$ cat src/rtl/gray_pkg.sv
// Shared Gray-code helpers and direction constants.
// Used by the Gray counter and by later async-FIFO pointer logic.
//   GRAY_MAX_WIDTH : widest value the helper functions handle
//   DIR_UP/DIR_DOWN: encodings of the counter Up input
//   bin2gray()     : binary -> Gray (zero-extended values of any width)
//   gray2bin()     : Gray -> binary (zero-extended values of any width)
package gray_pkg;

    localparam int unsigned GRAY_MAX_WIDTH = 32;

    localparam logic DIR_UP   = 1'b1;
    localparam logic DIR_DOWN = 1'b0;

    // Narrower values are passed zero-extended; the unused upper bits stay zero
    // through both conversions, so callers simply truncate the result.
    function automatic logic [GRAY_MAX_WIDTH-1:0] bin2gray(
        input logic [GRAY_MAX_WIDTH-1:0] bin
    );
        return bin ^ (bin >> 1);
    endfunction

    // Each binary bit is the XOR of all Gray bits at or above it.
    function automatic logic [GRAY_MAX_WIDTH-1:0] gray2bin(
        input logic [GRAY_MAX_WIDTH-1:0] gray
    );
        logic [GRAY_MAX_WIDTH-1:0] bin;
        bin[GRAY_MAX_WIDTH-1] = gray[GRAY_MAX_WIDTH-1];
        for (int i = GRAY_MAX_WIDTH - 2; i >= 0; i--) begin
            bin[i] = bin[i+1] ^ gray[i];
        end
        return bin;
    endfunction

endpackage

$ cat src/rtl/bin2gray_n.sv
// Combinational binary-to-Gray converter of parametrised width.
// Ports:
//   bin  : binary input value
//   gray : Gray-coded equivalent of bin
module bin2gray_n
    import gray_pkg::*;
#(
    parameter int unsigned WIDTH = 3
) (
    input  logic [WIDTH-1:0] bin,
    output logic [WIDTH-1:0] gray
);

    if (WIDTH < 1 || WIDTH > GRAY_MAX_WIDTH) begin : g_bad_width
        $error("bin2gray_n: WIDTH out of range");
    end

    assign gray = WIDTH'(bin2gray(GRAY_MAX_WIDTH'(bin)));

endmodule

$ cat src/rtl/gray_counter_n.sv
// Parametrised up/down Gray-code counter with synchronous load, sticky
// overflow and a one-cycle wrap pulse. All outputs are registered.
// Parameters:
//   WIDTH         : counter width in bits (>= 2)
//   OVF_CLEARABLE : 1 lets OvfClr clear Overflow; 0 leaves it to Reset only
// Ports:
//   Clk      : rising-edge clock
//   Reset    : asynchronous active-low reset
//   En       : count enable, one step per enabled cycle
//   Up       : direction, 1 = increment, 0 = decrement
//   Load     : synchronous load strobe (beats En/Up)
//   LoadVal  : binary value to load
//   OvfClr   : synchronous clear of Overflow
//   Output   : registered Gray-coded count
//   BinOut   : registered binary count
//   Overflow : sticky flag, set on any wrap in either direction
//   Wrap     : pulse in the cycle after a wrap step
module gray_counter_n
    import gray_pkg::*;
#(
    parameter int unsigned WIDTH         = 3,
    parameter bit          OVF_CLEARABLE = 1'b1
) (
    input  logic             Clk,
    input  logic             Reset,
    input  logic             En,
    input  logic             Up,
    input  logic             Load,
    input  logic [WIDTH-1:0] LoadVal,
    input  logic             OvfClr,
    output logic [WIDTH-1:0] Output,
    output logic [WIDTH-1:0] BinOut,
    output logic             Overflow,
    output logic             Wrap
);

    if (WIDTH < 2 || WIDTH > GRAY_MAX_WIDTH) begin : g_bad_width
        $error("gray_counter_n: WIDTH out of range");
    end

    logic [WIDTH-1:0] cnt_q, cnt_d;
    logic [WIDTH-1:0] gray_q, gray_d;
    logic             ovf_q, ovf_d;
    logic             wrap_q, wrap_d;

    always_comb begin
        cnt_d  = cnt_q;
        wrap_d = 1'b0;
        ovf_d  = ovf_q;

        if (OVF_CLEARABLE && OvfClr) begin
            ovf_d = 1'b0;
        end

        if (Load) begin
            cnt_d = LoadVal;
        end else if (En) begin
            if (Up == DIR_UP) begin
                cnt_d  = cnt_q + WIDTH'(1);
                wrap_d = (cnt_q == '1);
            end else begin
                cnt_d  = cnt_q - WIDTH'(1);
                wrap_d = (cnt_q == '0);
            end
        end

        // A wrap on the same edge as OvfClr keeps the flag set.
        if (wrap_d) begin
            ovf_d = 1'b1;
        end
    end

    // Gray register is fed from the next binary value so Output and BinOut
    // move on the same edge.
    bin2gray_n #(
        .WIDTH (WIDTH)
    ) u_bin2gray (
        .bin  (cnt_d),
        .gray (gray_d)
    );

    always_ff @(posedge Clk or negedge Reset) begin
        if (!Reset) begin
            cnt_q  <= '0;
            gray_q <= '0;
            ovf_q  <= 1'b0;
            wrap_q <= 1'b0;
        end else begin
            cnt_q  <= cnt_d;
            gray_q <= gray_d;
            ovf_q  <= ovf_d;
            wrap_q <= wrap_d;
        end
    end

    assign Output   = gray_q;
    assign BinOut   = cnt_q;
    assign Overflow = ovf_q;
    assign Wrap     = wrap_q;

endmodule

$ cat config.mk
export PLATFORM = sky130hd
export DESIGN_NAME = gray_counter_n
export DESIGN_NICKNAME = d
export VERILOG_FILES = /design/src/rtl/gray_pkg.sv /design/src/rtl/bin2gray_n.sv /design/src/rtl/gray_counter_n.sv
export SDC_FILE = /design/constraint.sdc
export NUM_CORES = 1
export LEC_CHECK = 0
export CAP_MARGIN = 20
export CORE_AREA = 2 2 39 41
export DETAILED_ROUTE_END_ITERATION = 6
export DIE_AREA = 0 0 41 43
export PLACE_DENSITY = 0.58
export SETUP_SLACK_MARGIN = 0.5
export SLEW_MARGIN = 20
export SYNTH_ARGS = -nofsm -noshare
export SYNTH_HDL_FRONTEND = slang
export SYNTH_SLANG_ARGS = --single-unit
$ cat constraint.sdc
create_clock -name Clk -period 1.4 [get_ports Clk]
set_input_delay 0.28 -clock Clk [delete_from_list [all_inputs] [get_ports Clk]]
set_output_delay 0.28 -clock Clk [all_outputs]
set_load 0.1 [all_outputs]
==> results of run 1 <==
## cells by family (layout without fill, tap and decap cells)
group,Yosys count,after routing,synth area share (%)
AO/OA/AOI/OAI,5,5,9.407
multiplexers,1,1,2.788
adder cells (fa/ha/maj),1,1,5.575
XOR/XNOR,4,4,9.758
AND/OR/NAND/NOR,9,9,18.47
flip-flops,7,7,48.78
buffers and inverters,4,32,5.227
## where the power goes
| part | switching [W] | leakage [nW] | internal [W] |
|---|---|---|---|
| clock | 0.0000682 | 0.0150 | 0.000108 |
| sequential | 0.0000340 | 0.0790 | 0.000253 |
| combinational | 0.000395 | 0.244 | 0.000260 |
| total | 0.000498 | 0.338 | 0.000622 |
## through the flow
stage | hold slack, ns | setup WS, ns | utilization, % | TNS (ns)
finish | 0.2907 | -0.1891 | 54.52 | -0.5704
CTS | 0.2949 | -0.2727 | 53.71 | -0.8357
detailed placement | 0.5524 | -0.5652 | 50.63 | -2.488
global route | 0.3135 | -0.2471 | 54.52 | -0.9295
floorplan | -0.01559 | -0.3471 | - | -1.137
global placement | 0.5494 | -0.5405 | 50.63 | -2.424
## synth_stat cells
| library cell | instances | area share (%) |
|---|---|---|
| sky130_fd_sc_hd__mux2i_1 | 1 | 2.8 |
| sky130_fd_sc_hd__nand2b_4 | 1 | 3.8 |
| sky130_fd_sc_hd__nand4_1 | 1 | 1.7 |
| sky130_fd_sc_hd__xor2_1 | 1 | 2.4 |
| sky130_fd_sc_hd__a21o_1 | 1 | 2.1 |
| sky130_fd_sc_hd__nand3_2 | 1 | 2.8 |
| sky130_fd_sc_hd__a22oi_1 | 1 | 2.1 |
| sky130_fd_sc_hd__xnor2_1 | 3 | 7.3 |
| sky130_fd_sc_hd__buf_4 | 1 | 2.1 |
| sky130_fd_sc_hd__o21ai_1 | 1 | 1.4 |
| sky130_fd_sc_hd__dfrtp_1 | 7 | 49 |
| sky130_fd_sc_hd__nand3b_1 | 1 | 2.1 |
| sky130_fd_sc_hd__a21oi_1 | 1 | 1.4 |
| sky130_fd_sc_hd__inv_1 | 3 | 3.1 |
| sky130_fd_sc_hd__nand2_1 | 1 | 1.0 |
| sky130_fd_sc_hd__or4_4 | 1 | 3.1 |
| sky130_fd_sc_hd__a21oi_2 | 1 | 2.4 |
| sky130_fd_sc_hd__or3_1 | 1 | 1.7 |
| sky130_fd_sc_hd__nor2_1 | 2 | 2.1 |
| sky130_fd_sc_hd__fa_1 | 1 | 5.6 |
## routing by layer
metal	routed length (um)	GRT usage (%)	share of wire, %	vias to the layer above
li1	-	-	-	161
met1	305	12.75	41	156
met2	388	16.56	53	10
met3	44	6.283	6.0	0
met4	0	4.000	0	0
met5	0	0	0	-
## worst paths after layout
| path | from | slack [ns] | endpoint | cells past startpoint |
|---|---|---|---|---|
| setup / recovery | BinOut[0]$_DFF_PN0_ | -0.19 | Output[1]$_DFF_PN0_ | 5 |
| hold / removal | Reset | 0.29 | BinOut[0]$_DFF_PN0_ | 1 |
| max in group asynchronous | Reset | 0.85 | Output[0]$_DFF_PN0_ | 1 |
| setup reg to reg | BinOut[0]$_DFF_PN0_ | -0.19 | Output[1]$_DFF_PN0_ | 5 |
| hold reg to reg | Overflow$_DFFE_PN0P_ | 0.56 | Overflow$_DFFE_PN0P_ | 1 |
| min in group Clk | Overflow$_DFFE_PN0P_ | 0.56 | Overflow$_DFFE_PN0P_ | 1 |
## flip-flops by register name, indices dropped and copies added, names as in the netlist
signal / count
BinOut: 3
Output: 2
Overflow: 1
Wrap: 1
## cell type report
class | instances | share of cell area (%)
clock buffer | 4 | 3.483
inverter | 3 | 1.493
multi-input combinational | 20 | 24.21
sequential | 7 | 26.20
tap | 16 | 2.653
timing repair buffer | 25 | 41.96
## repair_timing
| item | 4_1_cts | 5_1_grt |
|---|---|---|
| endpoints found under the setup margin | 15 | 15 |
| resized for setup | 6 | 1 |
| pin swaps | 7 | 4 |
| gates cloned | 0 | 0 |
| setup buffers | 0 | 1 |
==> metrics.log, run 1 <==
[metrics] outcome: finished, violations left
[metrics] failing checks: setup timing
[metrics] ant diodes: 0
[metrics] Clock transition at path regs: approximately 0.050 ns
[metrics] final-stage net count: 70
[metrics] Rows: 14
[metrics] instance count of the mapped netlist: 31
[metrics] post-layout instance count excluding filler cells: 75
[metrics] critical path buffer and inverter count: 0
[metrics] Die Wd: 41 um
[metrics] number of maximum-capacitance constraint violations: 0
[metrics] Vert. Die Dim: roughly 43 um
[metrics] mean post-synth cell area: 11.58 sq um
[metrics] All-Layer GR Usage: between 10 and 15%
[metrics] Slew Viols, Final: 0
[metrics] share of cells above drive strength 1: 57.63%
[metrics] DRT Wirelength: roughly 740 um
[metrics] clock network latency to the later pin of the worst-skew pair: ~0.24 ns
[metrics] Post-Place Cell Area: between 700 and 800 sq um
[metrics] Final Skew: 0.0002587 ns
[metrics] placeable core area: ~1400 sq um
[metrics] required time at the worst-slack endpoint: 1.57 ns
[metrics] Filler Cell Count: 125
[metrics] data arrival time at the worst-slack endpoint: ~1.8 ns
[metrics] number of sinks on the clock net: 7
[metrics] HP Class: input pin to async pin
[metrics] peak clock frequency supported by timing: approximately 630 MHz
[metrics] initial standard-cell utilization of the core: 25.95%
[metrics] highest-count cells in the layout ignoring fill and taps: sky130_fd_sc_hd__buf_12 (8), sky130_fd_sc_hd__dfrtp_4 (6), sky130_fd_sc_hd__clkdlybuf4s50_1 (6), sky130_fd_sc_hd__buf_4 (6)
[metrics] cell at the root of the clock tree: sky130_fd_sc_hd__clkbuf_4
[metrics] Finish-stage setup viols: 6
[metrics] Crit-path slowest cell: sky130_fd_sc_hd__dfrtp_4
[metrics] count of TritonRoute iterations in the first routing pass: 2
[metrics] quantity of I/O buffers inserted on ports: 16
[metrics] Seq cells post-synth: 7
[metrics] final estimated routing congestion in global placement: roughly 0.75
[metrics] number of unique standard cell types used by synthesis: 20
[metrics] number of placed cells counting well taps: 70
[metrics] number of CTS-inserted buffers: 3
[metrics] wire length of the first global-routing pass: 1.255 mm
[metrics] final std cell area, no fill: around 750 sq um
[metrics] portion of the clock cycle consumed by the worst path in the final layout: 113.5%
[metrics] final total power: 0.001119 W
[metrics] Post-Syn Area: approximately 360 sq um
[metrics] leading cell type in the layout, fill and taps excluded: sky130_fd_sc_hd__buf_12
[metrics] Peak VDD IR: about 0.5 mV
[metrics] Total Die Area: approximately 1800 sq um
[metrics] via/cell ratio: about 4.4
[metrics] RSZ-0062 raised after global routing: true
[metrics] Fin. Hold Viols: 0
[metrics] post-synthesis sequential area ratio: about half
[metrics] number of global-route vias before repair: 317
[metrics] footprint of the multi-input gates: between 150 and 200 sq um
[metrics] final setup margin: -0.1891 ns
[metrics] ordered list of cells on the worst path: fa_2 > xor2_1 > or3_1 > nand3_2 > xnor2_1
[metrics] total power density per cell area: 1484 nW/um^2
[metrics] pin slew with the least headroom to its limit: roughly 0.31 ns
[metrics] area occupied by registers: roughly 200 sq um
[metrics] post-layout min period: 1.589 ns
[metrics] number of DRC violations after detailed-routing iteration 0: 10
[metrics] number of hold buffers added after cts: 0
[metrics] Max-Slew Margin vs Limit: approximately 79%
[metrics] number of antenna violations at the first check in global routing: 0
[metrics] number of H-tree levels: 1
[metrics] maximum number of pins on one net before global-route repair: 8
[metrics] Top Ports: 17
[metrics] CTS tree: yes
[metrics] peak fanout along the critical path: 2
[metrics] DR WL/cell: 9.827 um
[metrics] Largest delay share family, worst path: flip-flops
[metrics] Yosys warnings: 0
[metrics] count of antenna-violating nets left after detailed routing: 0
[metrics] worst stage delay on the critical path: approximately 0.48 ns
[metrics] sort of element at the end of the critical path: register
[metrics] Worst Setup Path Type: register to register
[metrics] total vias in the final route: approximately 330
[metrics] global route overflow: 0
[metrics] leakage power summed over all cells: 0.3380 nW
[metrics] Area growth syn-to-layout: 110.1%
[metrics] CTS Buffer Depth: 2
[metrics] number of DRC violations after detailed routing: 0
[metrics] kind of launch point of the worst setup path: register
[metrics] Mapped Nets: between 40 and 50
Note: power is estimated with default switching activity, not from simulation.
==> run 2: changes to the inputs <==
Settings changed: SLEW_MARGIN 20 to default.
==> results of run 2 <==
Same layout as run 1: the final DEF is identical, and so are final timing and power.
==> run 3: changes to the inputs <==
Settings changed: CTS_CLUSTER_DIAMETER from default to 40, RECOVER_POWER from default to 50.
==> metrics.log, run 3 (synthesized netlist as in run 1, its figures left out) <==
[metrics] outcome: finished, violations left
[metrics] failing checks: setup timing
[metrics] Rows: 14 (unchanged)
[metrics] wire length of the first global-routing pass: 1.255 mm (unchanged)
[metrics] leading cell type in the layout, fill and taps excluded: sky130_fd_sc_hd__buf_12
[metrics] Slew Viols, Final: 0 (unchanged)
[metrics] total negative slack for setup checks: -0.5704 ns (unchanged)
[metrics] peak fanout along the critical path: 2 (unchanged)
[metrics] Crit Reg-Reg Endpoint: Output[1]$_DFF_PN0_
[metrics] Total Die Area: 1763 sq um (unchanged)
[metrics] share of cells above drive strength 1: 57.63% (unchanged)
[metrics] number of antenna violations at the first check in global routing: 0 (unchanged)
[metrics] Area growth syn-to-layout: 110.1% (unchanged)
[metrics] number of DRC violations after detailed routing: 0 (unchanged)
[metrics] pin slew with the least headroom to its limit: 0.3127 ns (+0.005018 ns)
[metrics] All-Layer GR Usage: 11.09% (unchanged)
[metrics] number of H-tree levels: 1 (unchanged)
[metrics] CTS Buffer Depth: 2 (unchanged)
[metrics] quantity of I/O buffers inserted on ports: 16 (unchanged)
[metrics] final-stage net count: 70 (unchanged)
[metrics] number of DRC violations after detailed-routing iteration 0: 10 (unchanged)
[metrics] DRT Wirelength: 737 um (unchanged)
[metrics] leakage power summed over all cells: 0.3382 nW (about the same)
[metrics] number of maximum-capacitance constraint violations: 0 (unchanged)
[metrics] number of sinks on the clock net: 7 (unchanged)
[metrics] final setup margin: -0.1891 ns (unchanged)
[metrics] Final Skew: 0.0002587 ns (unchanged)
[metrics] CTS tree: yes
[metrics] required time at the worst-slack endpoint: 1.57 ns (about the same)
[metrics] sort of element at the end of the critical path: register
[metrics] via/cell ratio: 4.360 (unchanged)
[metrics] initial standard-cell utilization of the core: 25.95% (unchanged)
[metrics] number of CTS-inserted buffers: 3 (unchanged)
[metrics] kind of launch point of the worst setup path: register
[metrics] cell at the root of the clock tree: sky130_fd_sc_hd__clkbuf_4
[metrics] portion of the clock cycle consumed by the worst path in the final layout: 113.5% (unchanged)
[metrics] post-layout min period: 1.589 ns (unchanged)
[metrics] total vias in the final route: 327 (unchanged)
[metrics] Clock transition at path regs: 0.05 ns (about the same)
[metrics] number of global-route vias before repair: 317 (unchanged)
[metrics] max reg flops: 3 (unchanged)
[metrics] highest-count cells in the layout ignoring fill and taps: sky130_fd_sc_hd__buf_12 (8), sky130_fd_sc_hd__dfrtp_4 (6), sky130_fd_sc_hd__buf_4 (6)
[metrics] Top Ports: 17 (unchanged)
[metrics] Max-Slew Margin vs Limit: 79.08% (-0.34 points)
[metrics] share of the core filled with cells: 54.52% (unchanged)
[metrics] total power density per cell area: 1483 nW/um^2 (about the same)
[metrics] placeable core area: 1384 sq um (unchanged)
[metrics] count of TritonRoute iterations in the first routing pass: 2 (unchanged)
[metrics] ant diodes: 0 (unchanged)
[metrics] Finish-stage setup viols: 6 (unchanged)
[metrics] RSZ-0062 raised after global routing: true
[metrics] area occupied by registers: 197.7 sq um (unchanged)
[metrics] Worst Setup Path Type: register to register
[metrics] clock network latency to the later pin of the worst-skew pair: 0.24 ns (about the same)
[metrics] flop-to-flop setup slack: -0.19 ns (about the same)
[metrics] maximum number of pins on one net before global-route repair: 8 (unchanged)
[metrics] data arrival time at the worst-slack endpoint: 1.76 ns (about the same)
[metrics] Vert. Die Dim: 43 um (unchanged)
[metrics] startpoint of the lowest-slack register-to-register path: BinOut[0]$_DFF_PN0_
[metrics] Fin. Hold Viols: 0 (unchanged)
[metrics] DR WL/cell: 9.827 um (unchanged)
[metrics] count of antenna-violating nets left after detailed routing: 0 (unchanged)
[metrics] Peak VDD IR: 0.5033 mV (about the same)
[metrics] footprint of the multi-input gates: 182.7 sq um (unchanged)
[metrics] peak clock frequency supported by timing: 629.3 MHz (unchanged)
[metrics] HP Class: input pin to async pin
[metrics] worst reg2reg path depth: 5 (unchanged)
[metrics] Die Wd: 41 um (unchanged)
[metrics] final estimated routing congestion in global placement: 0.7484 (unchanged)
[metrics] global route overflow: 0 (unchanged)
[metrics] Filler Cell Count: 125 (unchanged)
[run 3: worst max path at each step]
stage | startpoint | endpoint | slack (ns) | cells after the start
global placement | Up | Output[1]$_DFF_PN0_ | -0.54 | 7
floorplan | BinOut[0]$_DFF_PN0_ | Output[1]$_DFF_PN0_ | -0.35 | 5
CTS | BinOut[1]$_DFF_PN0_ | Output[1]$_DFF_PN0_ | -0.27 | 5
finish | BinOut[0]$_DFF_PN0_ | Output[1]$_DFF_PN0_ | -0.19 | 5
global route | BinOut[0]$_DFF_PN0_ | Output[1]$_DFF_PN0_ | -0.25 | 5
detailed placement | Up | Output[1]$_DFF_PN0_ | -0.57 | 7
[run 3: worst max-delay path, stage by stage, from the launching register on]
cell and delay [ns]:
sky130_fd_sc_hd__dfrtp_4 0.48, sky130_fd_sc_hd__fa_2 0.36, sky130_fd_sc_hd__xor2_1 0.15, sky130_fd_sc_hd__or3_1 0.32, sky130_fd_sc_hd__nand3_2 0.09, sky130_fd_sc_hd__xnor2_1 0.11
[run 3: timing repair]
item / in CTS / in global routing
gates resized for setup: 6 / 1
pin swaps: 7 / 4
endpoints found under the setup margin: 15 / 15
cloned: 0 / 0
setup buffers: 0 / 1
hold buffers: 0 / 0
[run 3: final cells by class]
type,instances,area share (%)
tap,16,2.653
inverter,3,1.493
clock buffer,4,3.483
sequential,7,26.20
timing repair buffer,25,41.96
multi-input combinational,20,24.21
[run 3: where the power goes]
group	total (W)	switching, W	internal [W]
combinational	0.000655	0.000395	0.000260
clock	0.000177	0.0000682	0.000108
sequential	0.000287	0.0000340	0.000253
total	0.00112	0.000498	0.000621
[run 3: metrics by stage]
stage                     power [W]  hold WS (ns)  area (sq um)  std cells  setup slack, ns
after global routing       0.001170        0.3836         754.5         75          -0.2471
after CTS                  0.001129        0.2949         743.2         74          -0.2727
after floorplan           0.0006628      -0.01559         387.9         31          -0.3471
final                      0.001119        0.3611         754.5         75          -0.1891
after detailed placement  0.0009305        0.5524         700.7         70          -0.5652
after global placement    0.0009250        0.5494         700.7         70          -0.5405
[run 3: per-layer routing]
| layer | global-route usage, % | share of wire (%) | vias up | wire length (um) |
|---|---|---|---|---|
| met5 | 0 | 0 | - | 0 |
| met4 | 4.000 | 0 | 0 | 0 |
| met3 | 6.283 | 5.8 | 0 | 43 |
| met2 | 16.56 | 53 | 10 | 388 |
| met1 | 12.75 | 41 | 156 | 305 |
| li1 | - | - | 161 | - |
